==> src/rtl/cvita_pkg.sv <==
// Shared CVITA definitions: SID field location, stamper FSM encodings,
// source-table entry layout and the header stamping helper.
package cvita_pkg;

  localparam int CVITA_SID_SRC_LSB = 16;
  localparam int CVITA_SID_SRC_MSB = 31;

  typedef enum logic [1:0] {
    ST_IDLE   = 2'd0,
    ST_LOOKUP = 2'd1,
    ST_HDR    = 2'd2,
    ST_BODY   = 2'd3
  } state_t;

  // One source-table entry: {valid, src_addr}
  typedef struct packed {
    logic        valid;
    logic [15:0] src;
  } src_entry_t;

  // Replace SID[31:16] with the programmed source address when the entry is valid
  function automatic logic [63:0] stamp_sid(input logic [63:0] hdr, input src_entry_t entry);
    logic [63:0] res;
    res = hdr;
    if (entry.valid) res[CVITA_SID_SRC_MSB:CVITA_SID_SRC_LSB] = entry.src;
    return res;
  endfunction

endpackage

==> src/rtl/cvita_src_stamp_if.sv <==
// Stream bundle around the stamper: input CVITA beats (with source port tag)
// and output CVITA beats.
// Handshake: a beat transfers on a rising clk edge where tvalid & tready are both
// high; a source holding tvalid must keep tdata/tlast stable until that transfer.
interface cvita_src_stamp_if #(
  parameter int SRC_WIDTH = 4
);
  logic [63:0]          i_tdata;
  logic                 i_tlast;
  logic                 i_tvalid;
  logic                 i_tready;
  logic [SRC_WIDTH-1:0] i_tsrc;
  logic [63:0]          o_tdata;
  logic                 o_tlast;
  logic                 o_tvalid;
  logic                 o_tready;

  // The stamper itself
  modport slave (
    input  i_tdata, i_tlast, i_tvalid, i_tsrc, o_tready,
    output i_tready, o_tdata, o_tlast, o_tvalid
  );

  // Whoever feeds the stamper and drains its output
  modport master (
    output i_tdata, i_tlast, i_tvalid, i_tsrc, o_tready,
    input  i_tready, o_tdata, o_tlast, o_tvalid
  );
endinterface

==> src/rtl/ram_2port.sv <==
// Simple dual-port RAM: port A writes, port B reads with one cycle latency.
// A same-cycle write and read of one address returns the old contents.
// Contents are deliberately not reset.
module ram_2port #(
  parameter int DWIDTH = 17,
  parameter int AWIDTH = 4
) (
  input  logic              clk,
  input  logic              we_a,
  input  logic [AWIDTH-1:0] addr_a,
  input  logic [DWIDTH-1:0] di_a,
  input  logic              en_b,
  input  logic [AWIDTH-1:0] addr_b,
  output logic [DWIDTH-1:0] do_b
);

  logic [DWIDTH-1:0] mem [0:(2**AWIDTH)-1];
  logic [DWIDTH-1:0] do_b_q;

  // Write port A and registered read port B (read-first on collision)
  always_ff @(posedge clk) begin
    if (we_a) mem[addr_a] <= di_a;
    if (en_b) do_b_q <= mem[addr_b];
  end

  assign do_b = do_b_q;

endmodule

==> src/rtl/cvita_src_stamp.sv <==
// Egress source stamper: looks up the crossbar source port of each CVITA packet
// and writes the programmed 16-bit return address into SID[31:16] of the header.
// Body beats pass straight through with zero latency.
module cvita_src_stamp
  import cvita_pkg::*;
#(
  parameter int SRC_WIDTH = 4
) (
  input  logic               clk,
  input  logic               rst,
  input  logic               set_stb,
  input  logic [7:0]         set_addr,
  input  logic [16:0]        set_data,
  cvita_src_stamp_if.slave   strm,
  output state_t             dbg_state
);

  state_t      state_q, state_d;
  logic [63:0] hdr_q, hdr_d;
  logic        last_q, last_d;
  logic [16:0] rd_data;
  logic        rd_en;
  logic        unused_set_addr;

  // Only the low SRC_WIDTH index bits select an entry
  assign unused_set_addr = ^set_addr;

  // Lookup is launched only when a header is taken in idle, so the entry
  // stays frozen for the rest of the packet even if the table is rewritten.
  assign rd_en = (state_q == ST_IDLE) && strm.i_tvalid;

  ram_2port #(
    .DWIDTH (17),
    .AWIDTH (SRC_WIDTH)
  ) u_src_tbl (
    .clk    (clk),
    .we_a   (set_stb),
    .addr_a (set_addr[SRC_WIDTH-1:0]),
    .di_a   (set_data),
    .en_b   (rd_en),
    .addr_b (strm.i_tsrc),
    .do_b   (rd_data)
  );

  // Next-state, header capture and in-place SID stamping
  always_comb begin
    state_d = state_q;
    hdr_d   = hdr_q;
    last_d  = last_q;
    case (state_q)
      ST_IDLE: begin
        if (strm.i_tvalid) begin
          hdr_d   = strm.i_tdata;
          last_d  = strm.i_tlast;
          state_d = ST_LOOKUP;
        end
      end
      ST_LOOKUP: begin
        hdr_d   = stamp_sid(hdr_q, src_entry_t'(rd_data));
        state_d = ST_HDR;
      end
      ST_HDR: begin
        if (strm.o_tready) state_d = last_q ? ST_IDLE : ST_BODY;
      end
      ST_BODY: begin
        if (strm.i_tvalid && strm.o_tready && strm.i_tlast) state_d = ST_IDLE;
      end
      default: state_d = ST_IDLE;
    endcase
  end

  // State and header registers
  always_ff @(posedge clk) begin
    if (rst) begin
      state_q <= ST_IDLE;
      hdr_q   <= '0;
      last_q  <= 1'b0;
    end else begin
      state_q <= state_d;
      hdr_q   <= hdr_d;
      last_q  <= last_d;
    end
  end

  // Output mux: stamped header from the register, body straight through
  always_comb begin
    strm.o_tdata  = hdr_q;
    strm.o_tlast  = last_q;
    strm.o_tvalid = 1'b0;
    strm.i_tready = 1'b0;
    case (state_q)
      ST_IDLE:   strm.i_tready = 1'b1;
      ST_HDR:    strm.o_tvalid = 1'b1;
      ST_BODY: begin
        strm.o_tdata  = strm.i_tdata;
        strm.o_tlast  = strm.i_tlast;
        strm.o_tvalid = strm.i_tvalid;
        strm.i_tready = strm.o_tready;
      end
      default: ;
    endcase
  end

  assign dbg_state = state_q;

endmodule

==> src/flat_wrapper.sv <==
// flat-port wrapper written by rule: the top's interface ports become plain ports
module cvita_src_stamp_flat import cvita_pkg::*;
#(
  parameter int SRC_WIDTH = 4
)
  (clk, rst, set_stb, set_addr, set_data, dbg_state, strm_i_tdata, strm_i_tlast, strm_i_tvalid, strm_i_tsrc, strm_o_tready, strm_i_tready, strm_o_tdata, strm_o_tlast, strm_o_tvalid);
  cvita_src_stamp_if #(.SRC_WIDTH(SRC_WIDTH)) strm_i ();
  input  logic clk;
  input  logic rst;
  input  logic set_stb;
  input  logic [7:0] set_addr;
  input  logic [16:0] set_data;
  output state_t dbg_state;
  input wire logic [$bits(strm_i.i_tdata)-1:0] strm_i_tdata;
  input wire logic [$bits(strm_i.i_tlast)-1:0] strm_i_tlast;
  input wire logic [$bits(strm_i.i_tvalid)-1:0] strm_i_tvalid;
  input wire logic [$bits(strm_i.i_tsrc)-1:0] strm_i_tsrc;
  input wire logic [$bits(strm_i.o_tready)-1:0] strm_o_tready;
  output wire logic [$bits(strm_i.i_tready)-1:0] strm_i_tready;
  output wire logic [$bits(strm_i.o_tdata)-1:0] strm_o_tdata;
  output wire logic [$bits(strm_i.o_tlast)-1:0] strm_o_tlast;
  output wire logic [$bits(strm_i.o_tvalid)-1:0] strm_o_tvalid;
  assign strm_i.i_tdata = strm_i_tdata;
  assign strm_i.i_tlast = strm_i_tlast;
  assign strm_i.i_tvalid = strm_i_tvalid;
  assign strm_i.i_tsrc = strm_i_tsrc;
  assign strm_i.o_tready = strm_o_tready;
  assign strm_i_tready = strm_i.i_tready;
  assign strm_o_tdata = strm_i.o_tdata;
  assign strm_o_tlast = strm_i.o_tlast;
  assign strm_o_tvalid = strm_i.o_tvalid;
  cvita_src_stamp #(.SRC_WIDTH(SRC_WIDTH)) u_core (.clk(clk), .rst(rst), .set_stb(set_stb), .set_addr(set_addr), .set_data(set_data), .strm(strm_i), .dbg_state(dbg_state));
endmodule
==> config.mk <==
export PLATFORM = sky130hd
export DESIGN_NAME = cvita_src_stamp_flat
export DESIGN_NICKNAME = d
export VERILOG_FILES = /design/src/rtl/cvita_pkg.sv /design/src/rtl/cvita_src_stamp_if.sv /design/src/rtl/ram_2port.sv /design/src/rtl/cvita_src_stamp.sv /design/src/flat_wrapper.sv
export SDC_FILE = /design/constraint.sdc
export NUM_CORES = 1
export LEC_CHECK = 0
export BUFFER_PORTS_ARGS = -buffer_cell sky130_fd_sc_hd__buf_2
export CAP_MARGIN = 40
export CORE_MARGIN = 2
export CORE_UTILIZATION = 40
export DETAILED_ROUTE_END_ITERATION = 10
export PLACE_DENSITY_LB_ADDON = 0.2
export SYNTH_ARGS = -nofsm -noshare
export SYNTH_HDL_FRONTEND = slang
export SYNTH_SLANG_ARGS = --single-unit
==> constraint.sdc <==
create_clock -name clk -period 2.8 [get_ports clk]
set_input_delay 0.28 -clock clk [delete_from_list [all_inputs] [get_ports clk]]
set_output_delay 0.28 -clock clk [all_outputs]
set_load 0.005 [all_outputs]
==> results.py, run 1 <==
metrics = {
    "run_status": {
        "status": "finished, final reports clean",
    },
    "place": {
        "port_buffers": 163,
        "placed_cell_area_um2": 15920,
        "place.gp.congestion": 0.7508,
        "hpwlAfterDp_um": 19480,
    },
    "min_path": {
        "worstHoldPathType": "primary input to flop",
        "holdPathStages": 3,
        "hp-start": "strm_i_tdata[53]",
    },
    "detailed_routing": {
        "route.detailed.drc": 0,
        "postRouteAntennaNets": 0,
        "vias": 8087,
        "drt-total-wl_um": 33290,
        "drtIter0Drc": 522,
        "wl_per_cell_um": 21.90,
        "firstDrtPassIters": 5,
        "viasPerCell": 5.320,
    },
    "clock_network": {
        "clk_pin_slew_ns": 0.06,
        "clock-root-buffer": "clkbuf_16",
        "ctsResizeCount": 0,
        "hold_buffers": 0,
        "clock_sinks": 356,
        "clk_path_buf_depth": 3,
        "cts_tree": "built",
        "clock_latency_ns": 0.53,
        "htreeDepth": 2,
        "cts_buffers": 38,
        "postCtsSetupRepairBufs": 0,
    },
    "global_route": {
        "grt_pass1_wl_um": 50470,
        "grt_pass1_vias": 8143,
        "grt_usage_pct": 17.66,
        "grt_use_met3_pct": 3.653,
        "grt_busiest_layer": "met2",
        "antenna_found_initial": 2,
        "overflow": 0,
        "use_met2_pct": 27.70,
        "use_met1_pct": 25.52,
        "grt_max_degree": 65,
    },
    "worst_setup_path": {
        "endpoint_kind": "output port",
        "r2r_cells": 5,
        "cp.depth": 4,
        "worstPathRequired_ns": 2.52,
        "path_max_fanout": 28,
        "start_kind": "flop",
        "crit_arrival_ns": 2.25,
        "critical_path_class": "flop to output port",
        "slowest_stage": "dfxtp_1",
        "slowest_delay_ns": 0.47,
        "crit_chain": "ha_4 -> buf_4 -> mux2_2 -> buf_2",
        "setup.worst_path.start": "u_core.dbg_state[0]$_SDFFE_PP0P_",
        "critPathTopFamily": "flip-flops",
        "worst_r2r_startpoint": "u_core.dbg_state[1]$_SDFFE_PP0P_",
        "crit_buf_inv": 2,
    },
    "yosys": {
        "syn_inst": 849,
        "syn-num-nets": 953,
        "ys_warn_count": 0,
        "async_reset_ff_share_pct": 0,
        "yosysSeqAreaShare_pct": 69.60,
        "synth_area_leaders": "edfxtp_1 (60%), mux4_2 (10%), dfxtp_1 (9.3%)",
        "synth_top_area_cell": "edfxtp_1",
        "synth_ff_type": "edfxtp_1",
        "synth_top_area_share_pct": 60.28,
        "yosys-top-cells-count": "edfxtp_1 (289), dfxtp_1 (67), nand2_1 (67)",
        "synth-seq-cells": 356,
        "synth_edf_count": 289,
        "yosys.cell_types.count": 35,
        "synth.most_common_cell": "edfxtp_1",
        "netlist_area_um2": 14400,
        "postSynthAreaPerCell_um2": 16.96,
    },
    "timing": {
        "tightest_slew_ns": 0.7020,
        "grt_setup_unrepaired": "false",
        "post-route-min-period_ns": 2.528,
        "min_period_over_period_pct": 90.30,
        "setup_violations": 0,
        "worst_clock_skew_ns": 0.01649,
        "relSlewSlack_pct": 53.20,
        "slew_violations": 0,
        "fin_setup_tns_ns": 0,
        "hold_violations": 0,
        "fmax_ghz": 0.3955,
    },
    "power": {
        "peakVddDrop_uv": 527.4,
        "p_leak_uw": 0.006041,
        "p_per_area_nw_per_um2": 813.9,
    },
    "layout": {
        "diodes": 0,
        "n_fill_cell": 3054,
        "fin_nets": 1134,
        "syn_to_final_growth_pct": 19.30,
        "drive_above_1_share_pct": 38.81,
        "fin_area_um2": 17180,
        "utilization_pct": 48.40,
    },
    "floorplanning": {
        "row_count": 69,
        "core_um2": 35480,
        "num_io_pins": 168,
        "die_h_um": 193.7,
        "start_util_pct": 40.57,
        "dieArea_um2": 37520,
        "die_width_um": 193.7,
    },
    "flow_run": {
        "maxCapViolations": 0,
    },
}
## placed cells by master, fill, tap and decap left out, types with 2 or more instances in the layout
master,count
edfxtp_1,289
buf_2,162
nand2_1,67
dfxtp_1,67
mux2_2,66
a21oi_1,65
mux4_2,65
nand3b_1,50
clkbuf_16,38
a22oi_1,34
buf_4,34
mux2i_1,17
a211oi_1,16
nor2_2,12
clkinv_2,8
clkbuf_1,8
nor2_1,5
bufinv_16,5
buf_12,5
and2_1,4
nor3_2,4
nor2b_1,3
mux4_1,3
nand2b_1,3
ha_1,3
clkinv_1,3
inv_1,2
inv_6,2
clkbuf_8,2
## cells by family after synthesis
logic type	Yosys count	synth area share [%]
flip-flops	356	69.60
adder cells (fa/ha/maj)	5	0.4346
AO/OA/AOI/OAI	123	5.328
multiplexers	151	17.06
buffers and inverters	62	2.034
AND/OR/NAND/NOR	152	5.545
## registers in the layout, summed over array words and instances (netlist names)
register,flops
u_core.u_src_tbl.do_b,17
u_core.u_src_tbl.mem,272
u_core.hdr_q,64
u_core.last_q,1
u_core.dbg_state,2
## layer usage
layer	share of wire [%]	vias up
met2	47	245
met4	1.5	4
met5	0.069	-
met3	6.5	40
li1	-	3721
met1	45	4077
## cell type report
type	instances	area (µm²)	share of cell area, %
clock buffer	48	1008	5.872
clock inverter	21	247.7	1.442
inverter	2	7.507	0.04371
multi-input combinational	431	4149	24.16
sequential	356	10020	58.34
tap	461	576.8	3.358
timing repair buffer	201	1166	6.790
## final timing paths
check,to,slack [ns]
worst max-delay path,strm_o_tdata[18],0.27
worst min-delay path,u_core.hdr_q[53]$_SDFFE_PP0P_,0.04
worst max register to register,u_core.hdr_q[22]$_SDFFE_PP0P_,0.61
worst min register to register,u_core.hdr_q[14]$_SDFFE_PP0P_,0.45
## worst min-delay path, delay by kind of cell
kind | cells | cell delay [ns]
AOI/OAI and AO/OA | 1 | 0.06
buffers and inverters | 1 | 0.10
and+or+nand+nor | 1 | 0.07
## metrics by stage
stage               cells  total power [µW]  hold slack, ns  setup WS [ns]
floorplan             849              8126          0.3789         0.3946
global route         1520             14630         0.03967         0.1610
global placement     1451              9053          0.4352         0.6354
CTS                  1520             14150         0.02094         0.2350
finish               1520             13980         0.04325         0.2716
detailed placement   1451              9089          0.4432         0.6150
## power by group
group	leakage, µW	internal [µW]	switching, µW	total [µW]
Combinational	0.00226	1220	1440	2660
Sequential	0.00317	6130	164	6290
Clock	0.000615	3030	2000	5020
(Power assumes the default switching activity.)
==> run 2, diff against run 1 <==
CORE_ASPECT_RATIO = 0.9   (was not set)
PLACE_DENSITY_LB_ADDON = not set   (was 0.2)
==> run 2 against run 1 <==
  * Combinational power hardly changed
  * Sequential power barely moved
  * Critical path depth unchanged
  * First-iteration DRC count rose by 18%
  * Hold slack barely moved
  * Die area is essentially flat
  * Sequential share of layout area increased by 0.39 points
  * Clock power shrank 7.2%
  * Critical endpoint is now strm_o_tdata[21]
==> results.py, run 2 (same netlist as run 1, synthesis figures left out) <==
metrics = {
    "run_status": {
        "status": "finished, final reports clean",
    },
    "clock_network": {
        "cts_buffers": 37,
        "clock_sinks": 356,
        "clk_path_buf_depth": 3,
        "clk_pin_slew_ns": 0.06,
        "htreeDepth": 2,
        "clock-root-buffer": "clkbuf_16",
        "cts_tree": "built",
        "hold_buffers": 0,
        "ctsResizeCount": 0,
        "postCtsSetupRepairBufs": 0,
        "clock_latency_ns": 0.52,
    },
    "timing": {
        "post-route-min-period_ns": 2.560,
        "relSlewSlack_pct": 51.45,
        "slew_violations": 0,
        "tightest_slew_ns": 0.7282,
        "hold_slack_ns": 0.04338,
        "fin_setup_tns_ns": 0,
        "hold_violations": 0,
        "final.setup.worst_slack_ns": 0.2404,
        "setup_violations": 0,
        "worst_clock_skew_ns": 0.006203,
        "fmax_ghz": 0.3907,
        "grt_setup_unrepaired": "false",
        "min_period_over_period_pct": 91.41,
    },
    "flow_run": {
        "maxCapViolations": 0,
    },
    "layout": {
        "largest_reg_flops": 272,
        "fin_area_um2": 17060,
        "n_fill_cell": 2967,
        "fin_nets": 1133,
        "regArea_um2": 10020,
        "syn_to_final_growth_pct": 18.51,
        "multi_input_area_um2": 4149,
        "layout_common_cells": "edfxtp_1 (289), buf_2 (162), nand2_1 (67), dfxtp_1 (67), mux2_2 (66)",
        "top_register": "u_core.u_src_tbl.mem",
        "mostFrequentLayoutCell": "edfxtp_1",
        "stdcell_count": 1524,
        "drive_above_1_share_pct": 38.05,
    },
    "detailed_routing": {
        "wl_met2_um": 15740,
        "route.detailed.drc": 0,
        "wl_met1_um": 14970,
        "postRouteAntennaNets": 0,
        "vias": 8159,
        "firstDrtPassIters": 5,
        "drtIter0Drc": 614,
        "drt-total-wl_um": 33690,
        "wl_met3_um": 2406,
        "viasPerCell": 5.354,
        "wl_per_cell_um": 22.11,
        "highest_layer": "met5",
    },
    "worst_setup_path": {
        "endpoint_kind": "output port",
        "path_max_fanout": 48,
        "r2r_cells": 5,
        "worstPathRequired_ns": 2.52,
        "crit_arrival_ns": 2.28,
        "start_kind": "flop",
        "critical_path_class": "flop to output port",
    },
    "place": {
        "pre_cts_ws_ns": 0.5373,
        "hpwlAfterDp_um": 20310,
        "dp_cells": 1459,
        "port_buffers": 163,
        "placed_cell_area_um2": 15930,
        "place.gp.congestion": 0.7484,
    },
    "min_path": {
        "worstHoldPathType": "primary input to flop",
        "holdPathStages": 3,
    },
    "global_route": {
        "grt_pass1_vias": 8191,
        "overflow": 0,
        "grt_max_degree": 65,
        "grt_pass1_wl_um": 50060,
        "antenna_found_initial": 4,
        "grt_usage_pct": 17.85,
    },
    "power": {
        "p_per_area_nw_per_um2": 798.3,
        "p_leak_uw": 0.005964,
        "peakVddDrop_uv": 393.1,
    },
    "floorplanning": {
        "core_um2": 35300,
        "row_count": 65,
        "die_h_um": 184.0,
        "num_io_pins": 168,
        "start_util_pct": 40.79,
        "die_width_um": 204.0,
        "dieArea_um2": 37530,
    },
}
==> run 2: cell types whose count changed in the layout (fill, tap and decap cells not counted), sizes merged <==
cell,before,now
bufinv,5,3
clkbuf,48,41
clkinv,12,15
clkinvlp,2,4
diode,0,1
inv,4,3
==> run 2: critical path, stage by stage (launching register included) <==
cell	delay, ns
dfxtp_1	0.46
ha_4	0.43
buf_12	0.31
mux2_2	0.39
buf_2	0.15
==> run 2: where the power goes <==
part	internal, µW	switching (µW)	total, µW	leakage (µW)
logic	1200	1460	2670	0.00225
registers	6130	165	6300	0.00317
clock network	2690	1970	4660	0.000539
total	10000	3590	13600	0.00596
==> run 2: through the flow <==
step | util (%) | total power (µW)
2_1_floorplan | - | 8126
3_3_place_gp | 45.13 | 9052
3_5_place_dp | 45.13 | 9089
4_1_cts | 48.33 | 13790
5_1_grt | 48.33 | 14290
6_report | 48.34 | 13620
==> run 2: worst paths after layout <==
kind | from | to | slack (ns)
setup / recovery | u_core.dbg_state[0]$_SDFFE_PP0P_ | strm_o_tdata[21] | 0.24
hold / removal | strm_i_tdata[56] | u_core.hdr_q[56]$_SDFFE_PP0P_ | 0.04
setup reg to reg | u_core.dbg_state[1]$_SDFFE_PP0P_ | u_core.hdr_q[28]$_SDFFE_PP0P_ | 0.55
hold reg to reg | u_core.hdr_q[50]$_SDFFE_PP0P_ | u_core.hdr_q[50]$_SDFFE_PP0P_ | 0.45
==> run 2: final cells by class <==
type | count | area share, %
Antenna cell | 1 | 0.01467
Multi-Input combinational cell | 431 | 24.32
Inverter | 2 | 0.04400
Timing Repair Buffer | 201 | 6.835
Tap cell | 469 | 3.439
Sequential cell | 356 | 58.73
Clock inverter | 23 | 1.107
Clock buffer | 41 | 5.515
==> run 2: routing by layer <==
| metal | vias to the layer above | GRT usage, % |
|---|---|---|
| li1 | 3722 | - |
| met1 | 4137 | 25.02 |
| met2 | 248 | 28.53 |
| met3 | 46 | 3.846 |
| met4 | 6 | 4.406 |
| met5 | - | 0 |
==> run 3, diff against run 2 <==
RECOVER_POWER = 100   (was not set)
==> run 3 against run 2 <==
  * The run now ends with capacitance limit, slew limit left
  * Die area is the same
  * Critical endpoint unchanged
  * Via count is 0.58% higher
  * Sequential cell count stayed put
  * Clock-buffer cell count unchanged
  * Non-clock buffer count is the same
  * Sequential share of layout area up 0.72 points
  * Fmax about the same
  * Final cell count did not move
  * Clock skew rose by 0.00059 ns
  * Clock power about the same
  * Power is 0.36% lower
  * Critical path depth stayed put
  * Critical path type unchanged
==> results.py, run 3 (same netlist as run 1, synthesis figures left out) <==
metrics = {
    "global_route": {
        "overflow": 0,
        "grt_pass1_wl_um": 50060,
        "grt_pass1_vias": 8191,
        "grt_usage_pct": 17.85,
        "grt_max_degree": 65,
        "antenna_found_initial": 3,
    },
    "clock_network": {
        "postCtsSetupRepairBufs": 0,
        "cts_tree": "built",
        "ctsResizeCount": 0,
        "htreeDepth": 2,
        "clk_path_buf_depth": 3,
        "clock-root-buffer": "clkbuf_16",
        "cts_buffers": 37,
        "clock_sinks": 356,
        "clock_latency_ns": 0.51,
        "hold_buffers": 0,
        "clk_pin_slew_ns": 0.06,
    },
    "power": {
        "p_int_uw": 9972,
        "power_frac_seq_pct": 46.4,
        "p_per_area_nw_per_um2": 805.2,
        "power_uw": 13570,
        "p_sw_uw": 3598,
        "peakVddDrop_uv": 390.0,
        "combPwrFrac_pct": 19.2,
        "swShare_pct": 26.52,
        "pwr-share-clk_pct": 34.3,
        "p_leak_uw": 0.005649,
    },
    "place": {
        "port_buffers": 163,
        "place.gp.congestion": 0.7484,
        "hpwlAfterDp_um": 20310,
    },
    "worst_setup_path": {
        "crit_buf_inv": 2,
        "start_kind": "flop",
        "cp.depth": 4,
        "path_max_fanout": 48,
        "r2r_cells": 5,
        "slowest_delay_ns": 0.46,
        "endpoint_kind": "output port",
        "worstPathRequired_ns": 2.52,
        "slowest_stage": "dfxtp_1",
        "critPathTopFamily": "flip-flops",
        "crit_arrival_ns": 2.28,
        "critical_path_class": "flop to output port",
        "crit_chain": "ha_4 -> buf_12 -> mux2_1 -> buf_2",
    },
    "floorplanning": {
        "die_width_um": 204.0,
        "row_count": 65,
        "core_um2": 35300,
        "num_io_pins": 168,
        "start_util_pct": 40.79,
        "die_h_um": 184.0,
        "dieArea_um2": 37530,
    },
    "timing": {
        "grt_setup_unrepaired": "false",
        "tightest_slew_ns": 1.544,
        "fin_setup_tns_ns": 0,
        "setup_violations": 0,
        "min_period_over_period_pct": 91.50,
        "worst_clock_skew_ns": 0.006795,
        "relSlewSlack_pct": -2.956,
        "fmax_ghz": 0.3903,
        "hold_violations": 0,
        "slew_violations": 72,
        "post-route-min-period_ns": 2.562,
    },
    "layout": {
        "drive_above_1_share_pct": 28.75,
        "mostFrequentLayoutCell": "edfxtp_1",
        "top_register": "u_core.u_src_tbl.mem",
        "n_fill_cell": 3027,
        "largest_reg_flops": 272,
        "layout_common_cells": "edfxtp_1 (289), buf_2 (99), clkbuf_1 (88), nand2_1 (67), dfxtp_1 (67)",
        "syn_to_final_growth_pct": 17.07,
        "fin_nets": 1133,
    },
    "detailed_routing": {
        "drtIter0Drc": 621,
        "postRouteAntennaNets": 0,
        "vias": 8206,
        "route.detailed.drc": 0,
        "wl_per_cell_um": 22.25,
        "firstDrtPassIters": 5,
        "viasPerCell": 5.385,
        "drt-total-wl_um": 33910,
    },
    "min_path": {
        "worstHoldPathType": "primary input to flop",
        "holdPathStages": 3,
    },
    "run_status": {
        "violations": "capacitance limit, slew limit",
        "status": "finished, violations left",
    },
    "flow_run": {
        "maxCapViolations": 5,
    },
}
[run 3: changes by cell type in the layout (fill, tap and decap cells not counted), moves of 5 or more]
cell / previous run / this run
clkbuf_1: 4 / 88
buf_2: 162 / 99
buf_4: 34 / 13
nor2_1: 5 / 10
nor2_2: 12 / 7
[run 3: routing by layer]
metal	global-route usage [%]	vias up	wire, µm
met2	28.53	239	15730
met5	0	-	27
met3	3.846	46	2111
met1	25.02	4194	15490
met4	4.406	4	551
li1	-	3723	-
[run 3: final timing paths]
check	startpoint	slack [ns]	to
hold / removal	strm_i_tdata[56]	0.04	u_core.hdr_q[56]$_SDFFE_PP0P_
setup / recovery	u_core.dbg_state[0]$_SDFFE_PP0P_	0.24	strm_o_tdata[21]
setup reg to reg	u_core.dbg_state[1]$_SDFFE_PP0P_	0.42	u_core.hdr_q[28]$_SDFFE_PP0P_
hold reg to reg	u_core.hdr_q[50]$_SDFFE_PP0P_	0.45	u_core.hdr_q[50]$_SDFFE_PP0P_
[run 3: worst register-to-register path: stages (launching register included)]
cell	delay (ns)
dfxtp_1	0.37
inv_1	0.15
ha_1	0.19
clkbuf_2	0.99
mux2i_1	0.27
a211oi_1	0.31
[run 3: stage by stage]
stage          hold slack [ns]  setup WS, ns  std cells  utilization (%)  instance area [µm²]
2_1_floorplan           0.3789        0.3946        849                -                14400
3_3_place_gp            0.4355        0.6101       1459            45.13                15930
3_5_place_dp            0.4408        0.5373       1459            45.13                15930
4_1_cts                0.01937        0.1935       1523            48.33                17060
5_1_grt                0.03237        0.1072       1523            47.74                16850
6_report               0.04402        0.2379       1524            47.75                16850
[run 3: final cells by class]
class | instances | area, µm² | share of cell area (%)
diodes | 1 | 2.502 | 0.01485
multi-input cells | 431 | 4114 | 24.41
repair buffers | 201 | 993.5 | 5.895
clock inverters | 23 | 188.9 | 1.121
inverters | 2 | 7.507 | 0.04454
well taps | 469 | 586.8 | 3.482
flip-flops and latches | 356 | 10020 | 59.45
clock buffers | 41 | 940.9 | 5.583
[run 3: power groups by stage]
| stage | Sequential (µW) | Clock, µW | Combinational [µW] |
|---|---|---|---|
| 2_1_floorplan | 6360 | 0 | 1770 |
| 3_3_place_gp | 6390 | 0 | 2660 |
| 4_1_cts | 6300 | 4790 | 2700 |
| 5_1_grt | 6340 | 5010 | 2890 |
| 3_5_place_dp | 6410 | 0 | 2680 |
| 6_report | 6300 | 4660 | 2610 |
